<file path="config.mk">
export PLATFORM = sky130hd
export DESIGN_NAME = reorder_buffer
export DESIGN_NICKNAME = d
export VERILOG_FILES = /design/src/rtl/cpu_pkg.sv /design/src/rtl/reorder_buffer.sv
export SDC_FILE = /design/constraint.sdc
export NUM_CORES = 1
export LEC_CHECK = 0
export CAP_MARGIN = 10
export CORE_UTILIZATION = 45
export CTS_CLUSTER_DIAMETER = 40
export DETAILED_ROUTE_END_ITERATION = 12
export PLACE_DENSITY = 0.66
export SYNTH_ARGS = -nofsm -noshare
export SYNTH_HDL_FRONTEND = slang
export SYNTH_SLANG_ARGS = --single-unit
export TNS_END_PERCENT = 30
</file>
<file path="constraint.sdc">
create_clock -name clk -period 6.9 [get_ports clk]
set_input_delay 1.38 -clock clk [delete_from_list [all_inputs] [get_ports clk]]
set_output_delay 1.38 -clock clk [all_outputs]
set_load 0.02 [all_outputs]
</file>
<file path="src/rtl/cpu_pkg.sv">
// Shared core parameters and the reorder-buffer entry type.
package cpu_pkg;

  localparam int unsigned NUM_REG = 32;
  localparam int unsigned NUM_TAG = 64;
  localparam int unsigned NUM_ROB = 16;
  localparam int unsigned TAG_W   = $clog2(NUM_TAG);
  localparam int unsigned IDX_W   = $clog2(NUM_ROB);
  localparam int unsigned RD_W    = $clog2(NUM_REG);

  typedef struct packed {
    logic             valid;
    logic             done;
    logic [RD_W-1:0]  rd;
    logic [TAG_W-1:0] tag_old;
    logic [TAG_W-1:0] tag_new;
  } rob_entry_t;

endpackage

</file>
<file path="src/rtl/reorder_buffer.sv">
// In-order retirement buffer: records renamed instructions, marks completion by index,
// retires the oldest completed entry per cycle and hands its old tag back to rename.
module reorder_buffer
  import cpu_pkg::*;
(
  input  logic             clk,
  input  logic             rst,
  input  logic             disp_valid,
  input  logic [RD_W-1:0]  disp_rd,
  input  logic [TAG_W-1:0] disp_tag_old,
  input  logic [TAG_W-1:0] disp_tag_new,
  output logic [IDX_W-1:0] disp_idx,
  output logic             rob_full,
  input  logic             cmpl_valid,
  input  logic [IDX_W-1:0] cmpl_idx,
  output logic             commit_valid,
  output logic [RD_W-1:0]  commit_rd,
  output logic [TAG_W-1:0] commit_tag,
  output logic             commit_free,
  output logic [TAG_W-1:0] tag_free
);

  localparam logic [IDX_W:0] CountFull = (IDX_W + 1)'(NUM_ROB);

  rob_entry_t       entries_q [NUM_ROB];
  rob_entry_t       entries_d [NUM_ROB];
  logic [IDX_W-1:0] head_q, head_d;
  logic [IDX_W-1:0] tail_q, tail_d;
  logic [IDX_W:0]   count_q, count_d;
  logic             disp_fire;
  rob_entry_t       head_entry;

  assign head_entry   = entries_q[head_q];
  assign rob_full     = (count_q == CountFull);
  assign disp_idx     = tail_q;
  assign disp_fire    = disp_valid && !rob_full;
  assign commit_valid = head_entry.valid && head_entry.done;
  assign commit_free  = commit_valid && (head_entry.rd != '0);
  assign commit_rd    = commit_valid ? head_entry.rd : '0;
  assign commit_tag   = commit_valid ? head_entry.tag_new : '0;
  assign tag_free     = commit_free ? head_entry.tag_old : '0;

  always_comb begin
    entries_d = entries_q;
    head_d    = head_q;
    tail_d    = tail_q;
    count_d   = count_q;

    if (commit_valid) begin
      entries_d[head_q] = '0;
      head_d            = head_q + IDX_W'(1);
    end

    // Skipping already-done entries keeps a completion aimed at the retiring head
    // from resurrecting its cleared slot.
    if (cmpl_valid && entries_q[cmpl_idx].valid && !entries_q[cmpl_idx].done) begin
      entries_d[cmpl_idx].done = 1'b1;
    end

    if (disp_fire) begin
      entries_d[tail_q] = '{valid:   1'b1,
                            done:    1'b0,
                            rd:      disp_rd,
                            tag_old: disp_tag_old,
                            tag_new: disp_tag_new};
      tail_d            = tail_q + IDX_W'(1);
    end

    if (disp_fire && !commit_valid) begin
      count_d = count_q + (IDX_W + 1)'(1);
    end else if (!disp_fire && commit_valid) begin
      count_d = count_q - (IDX_W + 1)'(1);
    end
  end

  always_ff @(posedge clk) begin
    if (rst) begin
      for (int i = 0; i < NUM_ROB; i++) begin
        entries_q[i] <= '0;
      end
      head_q  <= '0;
      tail_q  <= '0;
      count_q <= '0;
    end else begin
      assert (!(disp_fire && cmpl_valid && (cmpl_idx == tail_q)))
        else $error("completion targets the entry being dispatched");
      for (int i = 0; i < NUM_ROB; i++) begin
        entries_q[i] <= entries_d[i];
      end
      head_q  <= head_d;
      tail_q  <= tail_d;
      count_q <= count_d;
    end
  end

endmodule
</file>
# == After elaboration in Yosys (flattened, before gate mapping) ==
# Index checks and enable logic that the tools add are counted.
# word_totals
in_bits,25
ff_bits,317
# classes
n_reduce_logical,16
n_addsub,4
n_bitwise,5
muxes,22
n_lt_le_gt_ge,6
eq_ne,1
# op_table
operator,n
304-bit two-way mux,3
304-bit bitwise mux,2
304-bit bitwise AND,1
304-bit inverter,1
19-bit demux with 4-bit select,3
19-bit binary-select mux with 4-bit select,2
19-bit two-way mux,6
18-bit two-way mux,1
5-bit >= comparator (second input constant),3
5-bit by 1-bit less-than comparator with 1-bit output (second input constant),3
5-bit two-way mux,3
4-bit inverter with 5-bit output,3
6-bit two-way mux,2
1-bit logical AND,10
4-bit by 1-bit adder with 4-bit output (second input constant),2
5-bit by 1-bit adder with 5-bit output (second input constant),1
5-bit equality test (second input constant),1
5-bit nonzero test,1
5-bit by 1-bit subtractor with 5-bit output (second input constant),1
1-bit logical NOT,4
2-bit nonzero test,1

# == Logic depth before layout (Yosys ltp) ==
# Gate-level depths: netlist of run 1.
# depth
word_depth,12
mapped_depth,15
ltp_nobuf,12

# == Worst setup path before layout of run 1 ==
# OpenSTA, ideal clock, no wires.
# synth_path
path_kind,reg2out
startpoint,reg head_q[0]
endpoint,out commit_free
arrival_ns,2.277
path_buffers,3
required_ns,5.520
slack_ns,3.243
stages_incl_launch_ff,7
cell_sequence,dfxtp_1 buf_4 buf_4 buf_2 mux4_2 a221oi_2 a21oi_1
# synth_via
elab_chain_cells,6
elab_cells_between_ends,7
# synth_rtl
item,line_no,source
start: declaration,reorder_buffer.sv:27,"logic [IDX_W-1:0] head_q, head_d;"
start signal: assignment,reorder_buffer.sv:81,head_q <= '0;
start signal: assignment,reorder_buffer.sv:90,head_q <= head_d;
4-bit inverter with 5-bit output (not written as such) (*),reorder_buffer.sv:33,assign head_entry = entries_q[head_q];
19-bit binary-select mux with 4-bit select (*),reorder_buffer.sv:33,
19-bit two-way mux (not written as such) (*) (2 in series),reorder_buffer.sv:33,
5-bit nonzero test or 1-bit logical AND (tied branches),"reorder_buffer.sv:38, reorder_buffer.sv:37",
1-bit logical AND (*),reorder_buffer.sv:38,assign commit_free = commit_valid && (head_entry.rd != '0);
end: declaration,reorder_buffer.sv:19,"output logic commit_free,"
# Mark *: on every way between the ends. The rest lies on a longest branch, timed or not. The select of a mux whose other input is x is not followed.

# == Final worst setup path of run 1 ==
# layout_path
startpoint,reg head_q[0]
endpoint,out commit_rd[4]
# layout_via
elab_chain_cells,6
# layout_rtl
item,line_no,source
4-bit inverter with 5-bit output (not written as such) (*),reorder_buffer.sv:33,
19-bit binary-select mux with 4-bit select (*),reorder_buffer.sv:33,
19-bit two-way mux (not written as such) (*) (2 in series),reorder_buffer.sv:33,
1-bit logical AND,reorder_buffer.sv:37,assign commit_valid = head_entry.valid && head_entry.done;
5-bit two-way mux (*),reorder_buffer.sv:39,assign commit_rd = commit_valid ? head_entry.rd : '0;
end: declaration,reorder_buffer.sv:17,"output logic [RD_W-1:0] commit_rd,"
# Marks and branches as above.

==> results of run 1 <==
-- worst register-to-register path, stage by stage, from the launching register on --
cell and delay (ns):
dfxtp_4 0.81, clkinv_1 0.50, a31oi_4 0.54, a32o_1 0.64, nand2_1 0.42, ha_1 0.39
inv_1 0.15, ha_1 0.29, a21o_1 0.19, a21oi_1 0.16, xnor2_1 0.09, or3_1 0.31
a21oi_1 0.14
-- flip-flops by register name, summed over array words and instances (netlist names) --
signal and flops:
entries_q 304, count_q 5, disp_idx 4, head_q 4
-- layout make-up --
| cell class | count | area share (%) |
|---|---|---|
| inverter | 21 | 0.4935 |
| sequential | 317 | 39.78 |
| timing repair buffer | 68 | 3.932 |
| clock inverter | 29 | 1.833 |
| tap | 396 | 3.102 |
| clock buffer | 49 | 6.995 |
| multi-input combinational | 871 | 43.87 |
-- power groups by stage --
stage / Combinational, W / Clock [W] / Sequential [W]
final: 0.000409 / 0.00218 / 0.00192
after global routing: 0.000441 / 0.00229 / 0.00192
after CTS: 0.000405 / 0.00220 / 0.00192
after detailed placement: 0.000403 / 0 / 0.00196
after global placement: 0.000394 / 0 / 0.00195
after floorplan: 0.000288 / 0 / 0.00194
-- layer usage --
layer	track usage, %	vias to the layer above	wire, um
met5	0	-	16
li1	-	4987	-
met2	40.73	492	18690
met4	9.640	2	1348
met1	35.70	5442	17140
met3	4.817	92	3414
-- cells in the mapped netlist, drive strengths merged (21+ instances only) --
library cell | number | share of area, %
nand3 | 30 | 1.1
nor2b | 21 | 0.94
nand2 | 84 | 2.3
nor2 | 162 | 4.3
a22oi | 152 | 8.2
buf | 63 | 2.5
a21oi | 36 | 1.3
dfxtp | 317 | 45
mux4 | 90 | 14
o21ai | 71 | 2.5
clkbuf | 68 | 1.8
a22o | 43 | 2.7
o2bb2ai | 26 | 1.6
-- worst min path at each step --
stage | to | slack (ns) | cells past startpoint
5_1_grt | entries_q[67]$_SDFF_PP0_ | 0.46 | 2
3_5_place_dp | entries_q[26]$_SDFF_PP0_ | 0.44 | 2
2_1_floorplan | entries_q[19]$_SDFF_PP0_ | 0.42 | 2
6_report | entries_q[35]$_SDFF_PP0_ | 0.45 | 2
4_1_cts | entries_q[52]$_SDFF_PP0_ | 0.45 | 2
3_3_place_gp | entries_q[25]$_SDFF_PP0_ | 0.43 | 2
-- logic make-up (layout without fill, tap and decap cells) --
kind of cell / Yosys count / after routing / synth area share (%)
AOI/OAI and AO/OA: 384 / 384 / 20.91
and+or+nand+nor: 370 / 370 / 12.18
DFF: 317 / 317 / 45.39
buffers and inverters: 152 / 167 / 4.842
muxes: 97 / 97 / 15.02
adders and majority gates: 13 / 13 / 1.217
xor gates and xnor gates: 7 / 7 / 0.4385
-- per-stage QoR --
step | total power [W] | cells | setup WS, ns | area, sq um | hold WS [ns]
6_report | 0.004501 | 1751 | 1.024 | 15970 | 0.4487
5_1_grt | 0.004649 | 1751 | 0.7619 | 15970 | 0.4608
4_1_cts | 0.004521 | 1751 | 0.9799 | 15970 | 0.4496
3_5_place_dp | 0.002358 | 1673 | 1.559 | 14560 | 0.4394
3_3_place_gp | 0.002349 | 1672 | 1.604 | 14560 | 0.4277
2_1_floorplan | 0.002231 | 1340 | 3.243 | 13980 | 0.4198
==> results.tsv, run 1 <==
metric	value	unit
status	complete, no violations	
first-pass GRT wire length	62.71	mm
Total Nets Final	1359	
largest net degree at the start of global routing	119	
Longest Clk Path Bufs	3	
storage element area	6354	sq um
Post-CTS Setup Bufs	0	
cts repair resizes	0	
setup TNS	0	ns
Clk pwr share	48.3	%
crit path DAT	4.50	ns
RSZ-0062 raised after global routing	no	
flops & latches, synth	317	
P_int	0.003325	W
filler instances	2713	
crit path capture type	output port	
sw frac	26.13	%
area occupied by multi-input gates	7007	sq um
final core occ	52.22	%
via/cell ratio	6.291	
Tmin final	5.876	ns
most frequent cells in the layout	dfxtp_1 (315), nor2_1 (162), a22oi_1 (152), mux4_2 (90), nand2_1 (84)	
CTS buffer count	42	
Crit Reg-Reg Endpoint	count_q[4]$_SDFFE_PP0P_	
Remaining Overflow, GRT	0	
CP required	5.52	ns
Post-synth EDFFs	0	
Vias	11020	
Synth Flop Type	dfxtp_1	
FFs w/ async S/R, synth	0	%
r2r worst-path depth	12	
Layout area overhead	14.25	%
global-route usage over all layers	25.99	%
Reg power frac	42.6	%
initial antenna violation count	1	
switching pwr	0.001176	W
CP Cell Sequence	clkinv_1 -> a31oi_4 -> a32o_1 -> nand2_1 -> a21oi_1 -> clkdlybuf4s50_1	
WL/cell	23.19	um
Worst slew margin	14.82	%
RR Startpoint	head_q[0]$_SDFFE_PP0N_	
# Max-Cap Violations	0	
Worst Skew	0.01215	ns
Lkg Pwr	5.374	nW
num ports	49	
DRT Pass-1 Iters	6	
post-synthesis net count	1378	
slowest CP cell	dfxtp_4	
most common cell after layout, fill and taps aside	dfxtp_1	
HP Class	flip-flop to flip-flop	
port buffer count	48	
# clock sinks	317	
DRC errors left	0	
Worst Setup EP	commit_rd[4]	
worst path bufs/invs	2	
Critical Path Fanout Max	39	
vias in the first global route	10530	
f_max	170.2	MHz
worst vdd ir	220.4	uV
number of routed nets with antenna violations	0	
final wirelength	40.61	mm
clk root buf	clkbuf_16	
count of cell types in the netlist	53	
cell family with most CP delay	compound AO/OA/AOI/OAI gates	
die area	31780	sq um
flop2flop setup slack	2.18	ns
Setup CP Type	flip-flop to output port	
core region area	30590	sq um
PwrDens	281.8	nW/um^2
Post-Syn Area per Cell	10.43	sq um
die width	178.3	um
RePlAce Congestion	0.9357	
CTS tree	done	
Clock transition at path regs	0.06	ns
Tightest Pin Transition	1.274	ns
Logic pwr share	9.1	%
Clock Latency Late Sink	0.54	ns
final period utilization	85.17	%
Hold Startpoint	entries_q[35]$_SDFF_PP0_	
hold_buf cts	0	
Cells after Synth	1340	
synthesized area	13980	sq um
Max stage delay on crit path	0.81	ns
Critical Path Source	head_q[0]$_SDFFE_PP0N_	
startpoint types	flip-flop	
share of layout cells above drive strength 1	16.16	%
Detailed Place HPWL	25.45	mm
Slew Limit Fails	0	
antenna cells	0	
cell count along the critical path	6	
H-Tree Depth	2	
Die Y	178.3	um
initial DRC count	1196	
site row count	64	
Hold Vio Cnt, Final	0	
Initial Util	45.71	%
sequential-to-total area share from yosys stat	45.39	%
YS warnings	0	
endpoints failing setup	0	
Power figures use the tool's default switching activity.
==> run 2, diff against run 1 <==
ABC_AREA = 0   (was not set)
CTS_CLUSTER_SIZE = 14   (was not set)
TNS_END_PERCENT = 20   (was 30)
==> results.tsv, run 2 (synthesis gave the netlist of run 1 again) <==
metric	value	unit	change
largest register by flop count	entries_q		
HP Class	flip-flop to flip-flop		
status	complete, no violations		
CTS buffer count	42		unchanged
setup TNS	0	ns	unchanged
WL/cell	23.26	um	+0.29%
initial antenna violation count	2		+1
endpoints failing setup	0		unchanged
Lkg Pwr	5.371	nW	about the same
Reg power frac	42.5	%	about the same
H-Tree Depth	2		unchanged
sw frac	26.06	%	-0.077 points
crit path DAT	4.50	ns	about the same
Met1 Routed Length	17.31	mm	+1.0%
flop2flop setup slack	2.18	ns	about the same
hold_buf cts	0		unchanged
largest net degree at the start of global routing	119		unchanged
metal2 WL	18.67	mm	-0.13%
global-route usage over all layers	26.06	%	+0.063 points
final period utilization	85.27	%	+0.11 points
Finished Cell Area	15980	sq um	about the same
crit path capture type	output port		
Tmin final	5.884	ns	+0.007350 ns
cts repair resizes	0		unchanged
worst vdd ir	220.0	uV	-0.20%
RR Startpoint	head_q[0]$_SDFFE_PP0N_		
RePlAce Congestion	0.9357		unchanged
Hold Startpoint	entries_q[52]$_SDFF_PP0_		
startpoint types	flip-flop		
vias in the first global route	10600		+0.69%
P_int	0.003334	W	+0.28%
Largest register FFs	304		unchanged
switching pwr	0.001175	W	-0.12%
WL met3	3.357	mm	-1.7%
Crit Reg-Reg Endpoint	count_q[4]$_SDFFE_PP0P_		
Power Total	0.004509	W	+0.17%
Remaining Overflow, GRT	0		unchanged
via/cell ratio	6.337		+0.74%
DR top layer	met5		
# Max-Cap Violations	0		unchanged
initial DRC count	1180		-1.3%
Layout area overhead	14.31	%	about the same
r2r worst-path depth	12		unchanged
largest registers	entries_q (304), count_q (5)		
Total Nets Final	1359		unchanged
Detailed Place HPWL	25.45	mm	unchanged
Worst slew margin	14.40	%	-0.41 points
Logic pwr share	9.1	%	about the same
# clock sinks	317		unchanged
die width	178.3	um	unchanged
die area	31780	sq um	unchanged
Post-CTS Setup Bufs	0		unchanged
Slew Limit Fails	0		unchanged
Initial Util	45.71	%	unchanged
Die Y	178.3	um	unchanged
Clock Latency Late Sink	0.54	ns	about the same
number of routed nets with antenna violations	0		unchanged
Worst Skew	0.01517	ns	+0.003024 ns
most frequent cells in the layout	dfxtp_1 (315), nor2_1 (162), a22oi_1 (152), mux4_2 (90), nand2_1 (84)		
first-pass GRT wire length	62.85	mm	+0.23%
slowest CP cell	dfxtp_4		
core region area	30590	sq um	unchanged
Tightest Pin Transition	1.280	ns	+0.006196 ns
DRT Pass-1 Iters	5		-1
most common cell after layout, fill and taps aside	dfxtp_1		
f_max	170.0	MHz	-0.13%
final wirelength	40.71	mm	+0.23%
Critical Path Fanout Max	39		unchanged
storage element area	6354	sq um	unchanged
Vias	11090		+0.68%
CP required	5.52	ns	about the same
port buffer count	48		unchanged
CTS tree	done		
Max stage delay on crit path	0.80	ns	about the same
Clock transition at path regs	0.06	ns	about the same
DRC errors left	0		unchanged
Setup CP Type	flip-flop to output port		
PwrDens	282.1	nW/um^2	+0.12%
area occupied by multi-input gates	7007	sq um	unchanged
antenna cells	0		unchanged
Worst Hold End	entries_q[52]$_SDFF_PP0_		
Longest Clk Path Bufs	3		unchanged
num ports	49		unchanged
CP Cell Sequence	clkinv_1 -> a31oi_4 -> a32o_1 -> nand2_1 -> a21oi_1 -> clkdlybuf4s50_1		
Hold Vio Cnt, Final	0		unchanged
hold depth	2		unchanged
RSZ-0062 raised after global routing	no		
Clk pwr share	48.4	%	about the same
Placed Area	14560	sq um	unchanged
site row count	64		unchanged
filler instances	2717		+0.15%
share of layout cells above drive strength 1	16.17	%	about the same
clk root buf	clkbuf_16		
run 2: changes by cell type in the layout (fill, tap and decap cells not counted), sizes merged:
cell / change
clkinv: -2
clkinvlp: +1
run 2: per-layer routing:
| metal | vias to the layer above | track usage (%) |
|---|---|---|
| li1 | 4987 | - |
| met1 | 5493 | 35.88 |
| met2 | 505 | 40.60 |
| met3 | 101 | 4.646 |
| met4 | 4 | 10.24 |
| met5 | - | 0 |
run 2: metrics by stage:
stage	util [%]	hold slack (ns)	worst slack (ns)	cells
after floorplan	-	0.4198	3.243	1340
after global placement	47.59	0.4277	1.604	1672
after detailed placement	47.61	0.4394	1.559	1673
after CTS	52.25	0.4496	0.9861	1750
after global routing	52.25	0.4606	0.7582	1750
final	52.25	0.4489	1.016	1750
run 2: critical path: cells and delay by family (launching register included):
family / cells / cell delay (ns)
flops: 1 / 0.80
compound gates: 3 / 1.57
simple gates: 1 / 0.42
buf+inv: 2 / 1.16
run 2: worst max-delay path by stage:
stage / startpoint / to / slack, ns / cells past startpoint
final: head_q[0]$_SDFFE_PP0N_ / commit_rd[4] / 1.02 / 6
after global routing: head_q[0]$_SDFFE_PP0N_ / commit_rd[4] / 0.76 / 6
after CTS: head_q[0]$_SDFFE_PP0N_ / commit_rd[4] / 0.99 / 6
after detailed placement: head_q[0]$_SDFFE_PP0N_ / commit_rd[4] / 1.56 / 6
after global placement: head_q[0]$_SDFFE_PP0N_ / commit_rd[4] / 1.60 / 6
after floorplan: head_q[0]$_SDFFE_PP0N_ / commit_free / 3.24 / 6
run 2: power groups by stage:
stage / clock network (W) / logic, W / registers [W]
floorplan: 0 / 0.000288 / 0.00194
global placement: 0 / 0.000394 / 0.00195
detailed placement: 0 / 0.000403 / 0.00196
CTS: 0.00221 / 0.000405 / 0.00192
global route: 0.00230 / 0.000441 / 0.00192
finish: 0.00218 / 0.000409 / 0.00192
run 2: cell type report:
cell class	instances	area share, %
clock inverters	28	1.824
repair buffers	68	3.930
multi-input cells	871	43.84
well taps	396	3.100
clock buffers	49	7.054
inverters	21	0.4932
flip-flops and latches	317	39.76
==> run 3, diff against run 2 <==
SLEW_MARGIN = 30   (was not set)
==> results.tsv, run 3 (synthesis gave the netlist of run 1 again) <==
metric	value	unit	change
status	complete, no violations		
final wirelength	40.41	mm	-0.72%
slowest CP cell	dfxtp_4		
site row count	64		unchanged
Detailed Place HPWL	26.24	mm	+3.1%
f_max	171.8	MHz	+1.1%
largest register by flop count	entries_q		
endpoints failing setup	0		unchanged
setup TNS	0	ns	unchanged
die area	31780	sq um	unchanged
Max stage delay on crit path	0.81	ns	about the same
global-route usage over all layers	25.92	%	-0.14 points
WL/cell	22.97	um	-1.2%
CTS buffer count	42		unchanged
Lkg Pwr	5.473	nW	+1.9%
Initial Util	45.71	%	unchanged
PwrDens	280.9	nW/um^2	-0.45%
DRT Pass-1 Iters	5		unchanged
via/cell ratio	6.304		-0.53%
Setup CP Type	flip-flop to output port		
largest registers	entries_q (304), count_q (5)		
Layout area overhead	16.14	%	
number of routed nets with antenna violations	0		unchanged
Largest register FFs	304		unchanged
port buffer count	48		unchanged
cell count along the critical path	6		unchanged
Total Nets Final	1369		+0.74%
filler instances	2688		-1.1%
initial antenna violation count	0		-2
Tmin final	5.819	ns	-0.06460 ns
HP Class	flip-flop to flip-flop		
Longest Clk Path Bufs	3		unchanged
post-route insts no fill	1759		+0.51%
Tightest Pin Transition	1.015	ns	-0.2647 ns
initial DRC count	1013		-14%
r2r worst-path depth	12		unchanged
CP required	5.52	ns	about the same
hold_buf cts	0		unchanged
cell family with most CP delay	compound AO/OA/AOI/OAI gates		
die width	178.3	um	unchanged
Post-CTS Setup Bufs	0		unchanged
Worst Skew	0.02200	ns	+0.006833 ns
RSZ-0062 raised after global routing	no		
Clock Latency Late Sink	0.54	ns	about the same
# Max-Cap Violations	0		unchanged
# clock sinks	317		unchanged
RePlAce Congestion	0.9357		unchanged
largest net degree at the start of global routing	119		unchanged
hold depth	2		unchanged
Clock transition at path regs	0.06	ns	about the same
first-pass GRT wire length	62.75	mm	-0.17%
H-Tree Depth	2		unchanged
placed cell count	1681		+0.48%
DRC errors left	0		unchanged
Die Y	178.3	um	unchanged
most common cell after layout, fill and taps aside	dfxtp_1		
Worst slew margin	32.32	%	+18 points
crit path DAT	4.44	ns	-0.06 ns
Vias	11090		-0.018%
Critical Path Fanout Max	39		unchanged
final period utilization	84.34	%	-0.94 points
most frequent cells in the layout	dfxtp_1 (315), nor2_1 (162), a22oi_1 (152), mux4_2 (90), nand2_1 (84)		
share of layout cells above drive strength 1	16.65	%	+0.48 points
worst path bufs/invs	2		unchanged
CP Cell Sequence	clkinv_1 -> a31oi_4 -> a32o_1 -> nand2_1 -> a21oi_1 -> clkdlybuf4s50_1		
core region area	30590	sq um	unchanged
worst vdd ir	193.3	uV	-12%
antenna cells	0		unchanged
crit path capture type	output port		
Remaining Overflow, GRT	0		unchanged
cts repair resizes	0		unchanged
Slew Limit Fails	0		unchanged
startpoint types	flip-flop		
vias in the first global route	10580		-0.21%
clk root buf	clkbuf_16		
CTS tree	done		
num ports	49		unchanged
Hold Vio Cnt, Final	0		unchanged
run 3: cell count changes in the layout (fill, tap and decap cells not counted), moves of 4 or more:
| cell | before | now |
|---|---|---|
| a31oi_2 | 8 | 0 |
| a31oi_4 | 1 | 9 |
| a2111oi_0 | 8 | 3 |
| a2111oi_1 | 0 | 5 |
| buf_6 | 1 | 6 |
| clkbuf_16 | 42 | 46 |
| inv_6 | 9 | 5 |
run 3: worst register-to-register path, cell delays in order (launching register included):
cell and delay [ns]:
dfxtp_4 0.81, clkinv_1 0.50, a31oi_4 0.55, a32o_1 0.62
nand2_1 0.41, ha_1 0.40, inv_1 0.15, ha_1 0.29
a21o_1 0.19, a21oi_1 0.16, xnor2_1 0.09, or3_1 0.31
a21oi_1 0.14
run 3: where the power goes:
group / total [W] / switching, W / leakage [nW] / internal [W]
Combinational: 0.000421 / 0.000260 / 2.20 / 0.000160
Sequential: 0.00192 / 0.0000443 / 2.56 / 0.00187
Clock: 0.00222 / 0.000866 / 0.709 / 0.00136
Total: 0.00456 / 0.00117 / 5.47 / 0.00339
run 3: final timing paths:
path	from	endpoint	slack, ns
setup reg to reg	head_q[0]$_SDFFE_PP0N_	count_q[4]$_SDFFE_PP0P_	2.22
hold / removal	entries_q[47]$_SDFF_PP0_	entries_q[47]$_SDFF_PP0_	0.45
setup / recovery	head_q[0]$_SDFFE_PP0N_	commit_rd[4]	1.08
hold reg to reg	entries_q[47]$_SDFF_PP0_	entries_q[47]$_SDFF_PP0_	0.45
run 3: per-stage QoR:
step	setup slack [ns]	util, %	hold slack, ns	instance area (sq um)	total power [W]
final	1.081	53.08	0.4471	16240	0.004561
after global routing	0.7700	53.08	0.4668	16240	0.004708
after CTS	1.004	52.94	0.4516	16190	0.004579
after detailed placement	1.558	48.20	0.4391	14740	0.002366
after global placement	1.604	47.59	0.4277	14560	0.002349
after floorplan	3.243	-	0.4198	13980	0.002231
run 3: per-layer routing:
| layer | global-route usage [%] | vias up | routed length (um) |
|---|---|---|---|
| met2 | 40.08 | 468 | 18480 |
| met3 | 3.794 | 99 | 2831 |
| met1 | 36.55 | 5512 | 17600 |
| li1 | - | 5009 | - |
| met5 | 0 | - | 0 |
| met4 | 9.993 | 0 | 1500 |
run 3: area by class of cell:
cell class,count,area [sq um],share of cell area (%)
tap,396,495.5,3.052
clock inverter,25,271.5,1.672
clock buffer,51,1180,7.267
sequential,317,6354,39.13
timing repair buffer,78,774.5,4.770
inverter,21,78.83,0.4855
multi-input combinational,871,7083,43.62
